===== config.mk =====
export PLATFORM = sky130hd
export DESIGN_NAME = int_normalizer
export DESIGN_NICKNAME = d
export VERILOG_FILES = /design/src/rtl/int_normalizer.sv
export SDC_FILE = /design/constraint.sdc
export NUM_CORES = 1
export LEC_CHECK = 0
export ABC_CLOCK_PERIOD_IN_PS = 11300
export BUFFER_PORTS_ARGS = -buffer_cell sky130_fd_sc_hd__buf_2
export CORE_MARGIN = 2
export CORE_UTILIZATION = 60
export DETAILED_ROUTE_END_ITERATION = 10
export GPL_TIMING_DRIVEN = 0
export MAX_ROUTING_LAYER = met4
export PLACE_DENSITY = 0.83
export SYNTH_ARGS = -nofsm -noshare
export SYNTH_HDL_FRONTEND = slang
export SYNTH_SLANG_ARGS = --single-unit

===== constraint.sdc =====
create_clock -name clk -period 11.3 [get_ports clk]
set_input_delay 0.565 -clock clk [delete_from_list [all_inputs] [get_ports clk]]
set_output_delay 0.565 -clock clk [all_outputs]
set_load 0.01 [all_outputs]

===== src/rtl/int_normalizer.sv =====
// int_normalizer
//   Registered signed-integer normalizer. A two's-complement sample is shifted
//   left until the bit below the sign bit differs from the sign bit, so that
//   redundant sign bits are removed. The shift count is returned with the
//   normalized value, so later fixed-point stages can work at full precision.
//
// Ports
//   clk        : system clock; all state updates on the rising edge
//   rst        : synchronous, active-high reset; takes priority over in_valid
//   in_valid   : qualifies in_data in this cycle
//   in_data    : signed sample to normalize (WIDTH bits)
//   out_valid  : one-cycle pulse, one cycle after each accepted sample
//   out_data   : normalized signed value (WIDTH bits)
//   out_shift  : number of left shifts applied (SHW bits)
//   out_zero   : the accepted sample was exactly zero
//
// Handshake: valid-only, with no ready and no backpressure. A sample is accepted
// on every rising edge where in_valid=1 and rst=0. Its result is presented for
// exactly that one following cycle, with out_valid=1. When no sample was accepted,
// out_valid=0 and out_data/out_shift/out_zero keep their last values.
//
// Parameters
//   WIDTH : sample width, 4..32
//   SHW   : shift-count width, 2**SHW >= WIDTH
module int_normalizer #(
  parameter int WIDTH = 16,
  parameter int SHW   = 4
) (
  input  logic             clk,
  input  logic             rst,
  input  logic             in_valid,
  input  logic [WIDTH-1:0] in_data,
  output logic             out_valid,
  output logic [WIDTH-1:0] out_data,
  output logic [SHW-1:0]   out_shift,
  output logic             out_zero
);

  localparam logic [SHW-1:0] ONE = {{(SHW-1){1'b0}}, 1'b1};

  logic             sign;
  logic             found;
  logic [SHW-1:0]   lsc;
  logic [WIDTH-1:0] norm;
  logic             is_zero;

  logic             valid_d, valid_q;
  logic [WIDTH-1:0] data_d,  data_q;
  logic [SHW-1:0]   shift_d, shift_q;
  logic             zero_d,  zero_q;

  // Leading-sign detector. The scan runs down from the bit below the MSB and
  // counts the bits that match the sign, up to the first bit that differs.
  // When every bit matches (the inputs 0 and -1), the count reaches WIDTH-1.
  // The shifter then gives 0 for the input 0 and the most negative value for -1,
  // so these two cases need no special handling.
  always_comb begin
    sign  = in_data[WIDTH-1];
    lsc   = '0;
    found = 1'b0;
    for (int i = WIDTH - 2; i >= 0; i--) begin
      if (!found) begin
        if (in_data[i] == sign) begin
          lsc = lsc + ONE;
        end else begin
          found = 1'b1;
        end
      end
    end
    norm    = in_data << lsc;
    is_zero = (in_data == '0);
  end

  // Output stage: the result loads only for an accepted sample; otherwise it holds.
  always_comb begin
    valid_d = in_valid;
    data_d  = data_q;
    shift_d = shift_q;
    zero_d  = zero_q;
    if (in_valid) begin
      data_d  = norm;
      shift_d = lsc;
      zero_d  = is_zero;
    end
  end

  always_ff @(posedge clk) begin
    if (rst) begin
      valid_q <= 1'b0;
      data_q  <= '0;
      shift_q <= '0;
      zero_q  <= 1'b0;
    end else begin
      valid_q <= valid_d;
      data_q  <= data_d;
      shift_q <= shift_d;
      zero_q  <= zero_d;
    end
  end

  assign out_valid = valid_q;
  assign out_data  = data_q;
  assign out_shift = shift_q;
  assign out_zero  = zero_q;

endmodule


==> flow_metrics.env <==
export IMPL_synth_area_top_cells="dfxtp_1 (16%), mux2i_1 (11%), nand2_1 (5.5%)"
export IMPL_placement_io_buffers=35
export IMPL_crit_slowest_cell="xnor2_1"
export IMPL_core_sq_um=4440
export IMPL_overflow=0
export IMPL_htreeDepth=1
export IMPL_clock_sinks=22
export IMPL_rsz0062_at_grt="no"
export IMPL_wl_met1_mm=3.08
export IMPL_cts_tree="yes"
export IMPL_area_growth_pct=11.1
export IMPL_async_flop_share_pct=0
export IMPL_fin_skew_ps=0
export IMPL_place_area_sq_um=3050
export IMPL_required_ps=11450
export IMPL_num_vias=2908
export IMPL_finalPower_mw=0.281
export IMPL_tightest_slew_ps=646
export IMPL_fin_cells=457
export IMPL_groute_usage_overall_pct=29.2
export IMPL_cts_clk_slew_worst_paths_ps=80
export IMPL_drc=0
export IMPL_final_setup_tns_ps=0
export IMPL_clockBufferDepth=2
export IMPL_critPathLaunchType="input port"
export IMPL_antenna_found_initial=0
export IMPL_design_area_sq_um=3120
export IMPL_synth_ff_type="dfxtp_1"
export IMPL_met3_length_um=460
export IMPL_hold_slack_ps=445
export IMPL_syn_area_sq_um=2810
export IMPL_hold_viol_final=0
export IMPL_place_congestion=0.928
export IMPL_fmax_mhz=115
export IMPL_grt_pass1_vias=2645
export IMPL_min_period_ps=8700
export IMPL_diodes=0
export IMPL_rows=24
export IMPL_initial_core_util_pct=63.1
export IMPL_io_pins=41
export IMPL_fin_nets=437
export IMPL_grt_pass1_wl_mm=12.1
export IMPL_wl_met2_mm=3.58
export IMPL_synth_seq_cells=22
export IMPL_grt_start_max_net_pins=14
export IMPL_postSynthCellCount=366
export IMPL_detail_route_wl_per_cell_um=15.8
export IMPL_synth_largest_area_cell="dfxtp_1"
export IMPL_cpPeakStageDelay_ps=490
export IMPL_maxSlewViolCount=0
export IMPL_top_layer="met4"
export IMPL_hold_class="reg -> reg"
export IMPL_cp_end_kind="register"
export IMPL_die_w_um=72.4
export IMPL_layout_common_cells="buf_2 (43), nand2_1 (41), mux2i_1 (30), nor2_1 (22), dfxtp_1 (22)"
export IMPL_seq_area_frac_synth_pct=15.7
export IMPL_setup_violations=0
export IMPL_outcome="finished, final reports clean"
export IMPL_synth_edff_count=0
export IMPL_die_y_um=72.4
export IMPL_ant_nets=0
export IMPL_path_class="in -> reg"
export IMPL_maxCapViolations=0
export IMPL_reg2reg_setup_slack_ps=10660
export IMPL_drtPass1Iterations=5
export IMPL_fin_crit_sh_pct=77.0
export IMPL_power_leakage_nw=1.33
export IMPL_synth_warning_count=0
export IMPL_path_max_fanout=10
export IMPL_dieArea_sq_um=5240
export IMPL_crit_arrival_ps=8850
export IMPL_drt_iter0_drc=204
export IMPL_synth_top_area_share_pct=15.7
export IMPL_power_density_nw_per_um2=90.1
export IMPL_peakVddDrop_v=0.0000614
export IMPL_ys_types=68
export IMPL_max_slew_margin_rel_pct=56.5
export IMPL_cts_root_buf="clkbuf_8"
export IMPL_layout_commonest_cell="buf_2"
export IMPL_hpwl_mm=5.74
export IMPL_fillers=358
export IMPL_clk_latency_ps=260
export IMPL_synth_net_count=397
export IMPL_dp_cells=453
export IMPL_post_cts_setup_buffers=0
export IMPL_cts_hold_buf=0
export IMPL_routed_wl_mm=7.21
export IMPL_syn_avg_cell_area_sq_um=7.67
export IMPL_drive_above_1_share_pct=21.2
export IMPL_numCtsBuffers=3
export IMPL_drt_vias_per_instance=6.36
export IMPL_cts_resized=0
## flip-flops by register name (all words and copies together), names as in the netlist
register,cells
out_zero,1
out_shift,4
out_data,16
out_valid,1
## synth_stat cells (2+ instances only)
cell type	n
xnor2_1	4
o31ai_1	3
nor4_1	3
o21ai_1	5
or3b_2	2
nand2b_1	10
inv_1	12
dfxtp_1	22
o211ai_2	2
or4_1	4
nor2b_1	9
ha_1	12
xor2_1	5
nand2_1	41
o211ai_1	5
a311oi_2	2
a211oi_1	7
o21ai_0	20
nand3b_1	3
a31oi_1	6
and3_1	5
mux2_2	7
and2_1	2
or2_2	2
a21o_1	4
o22ai_1	2
or3_1	3
nor3_1	12
buf_6	5
mux2i_1	30
buf_2	8
nand3_1	18
a21oi_1	17
nand4_1	5
o311ai_2	3
clkbuf_1	12
and3b_1	2
nor2_1	22
## layer usage
layer	global-route usage [%]	up-vias
met5	-	-
met4	10.5	0
met3	2.64	9
met2	50.8	126
met1	35.2	1339
li1	-	1434
## power by group
part / switching [mW] / leakage, nW / internal (mW)
Combinational: 0.0728 / 1.11 / 0.0501
Clock: 0.0248 / 0.0357 / 0.0473
Sequential: 0.00250 / 0.181 / 0.0835
## kinds of logic (layout without fill, tap and decap cells)
family | count (synthesis) | count (layout) | share of synthesized area, %
compound gates | 91 | 91 | 24.7
xor+xnor | 10 | 10 | 3.39
fa+ha+maj | 12 | 12 | 5.35
buf+inv | 39 | 78 | 7.04
flops | 22 | 22 | 15.7
mux | 39 | 39 | 15.1
simple gates | 153 | 153 | 28.8
## metrics by stage
| stage | setup slack, ps | util [%] |
|---|---|---|
| detailed placement | 2580 | 68.6 |
| global route | 1900 | 70.2 |
| floorplan | 3730 | - |
| finish | 2600 | 70.2 |
| CTS | 2790 | 70.2 |
| global placement | 2690 | 68.6 |
## worst max-delay path, delay by kind of cell
kind	cells	cell delay, ps
fa+ha+maj	7	2200
compound gates	16	3070
mux	2	360
simple gates	8	700
buf+inv	8	1440
xor+xnor	1	490
## area by class of cell
| type | instances | area, sq um | area share (%) |
|---|---|---|---|
| sequential | 22 | 440 | 14.1 |
| multi-input combinational | 305 | 2170 | 69.5 |
| clock inverter | 1 | 30.0 | 0.963 |
| tap | 52 | 65.1 | 2.09 |
| clock buffer | 3 | 41.3 | 1.32 |
| timing repair buffer | 35 | 175 | 5.62 |
| buffer | 26 | 149 | 4.78 |
| inverter | 13 | 48.8 | 1.57 |
## worst paths after layout
path | start | to | cells past startpoint
max reg2reg | out_shift[1]$_SDFFE_PP0P_ | out_shift[1]$_SDFFE_PP0P_ | 2
max | in_data[15] | out_data[5]$_SDFFE_PP0P_ | 42
min reg2reg | out_shift[3]$_SDFFE_PP0P_ | out_shift[3]$_SDFFE_PP0P_ | 2
min | out_shift[3]$_SDFFE_PP0P_ | out_shift[3]$_SDFFE_PP0P_ | 2
(Power assumes the default switching activity.)
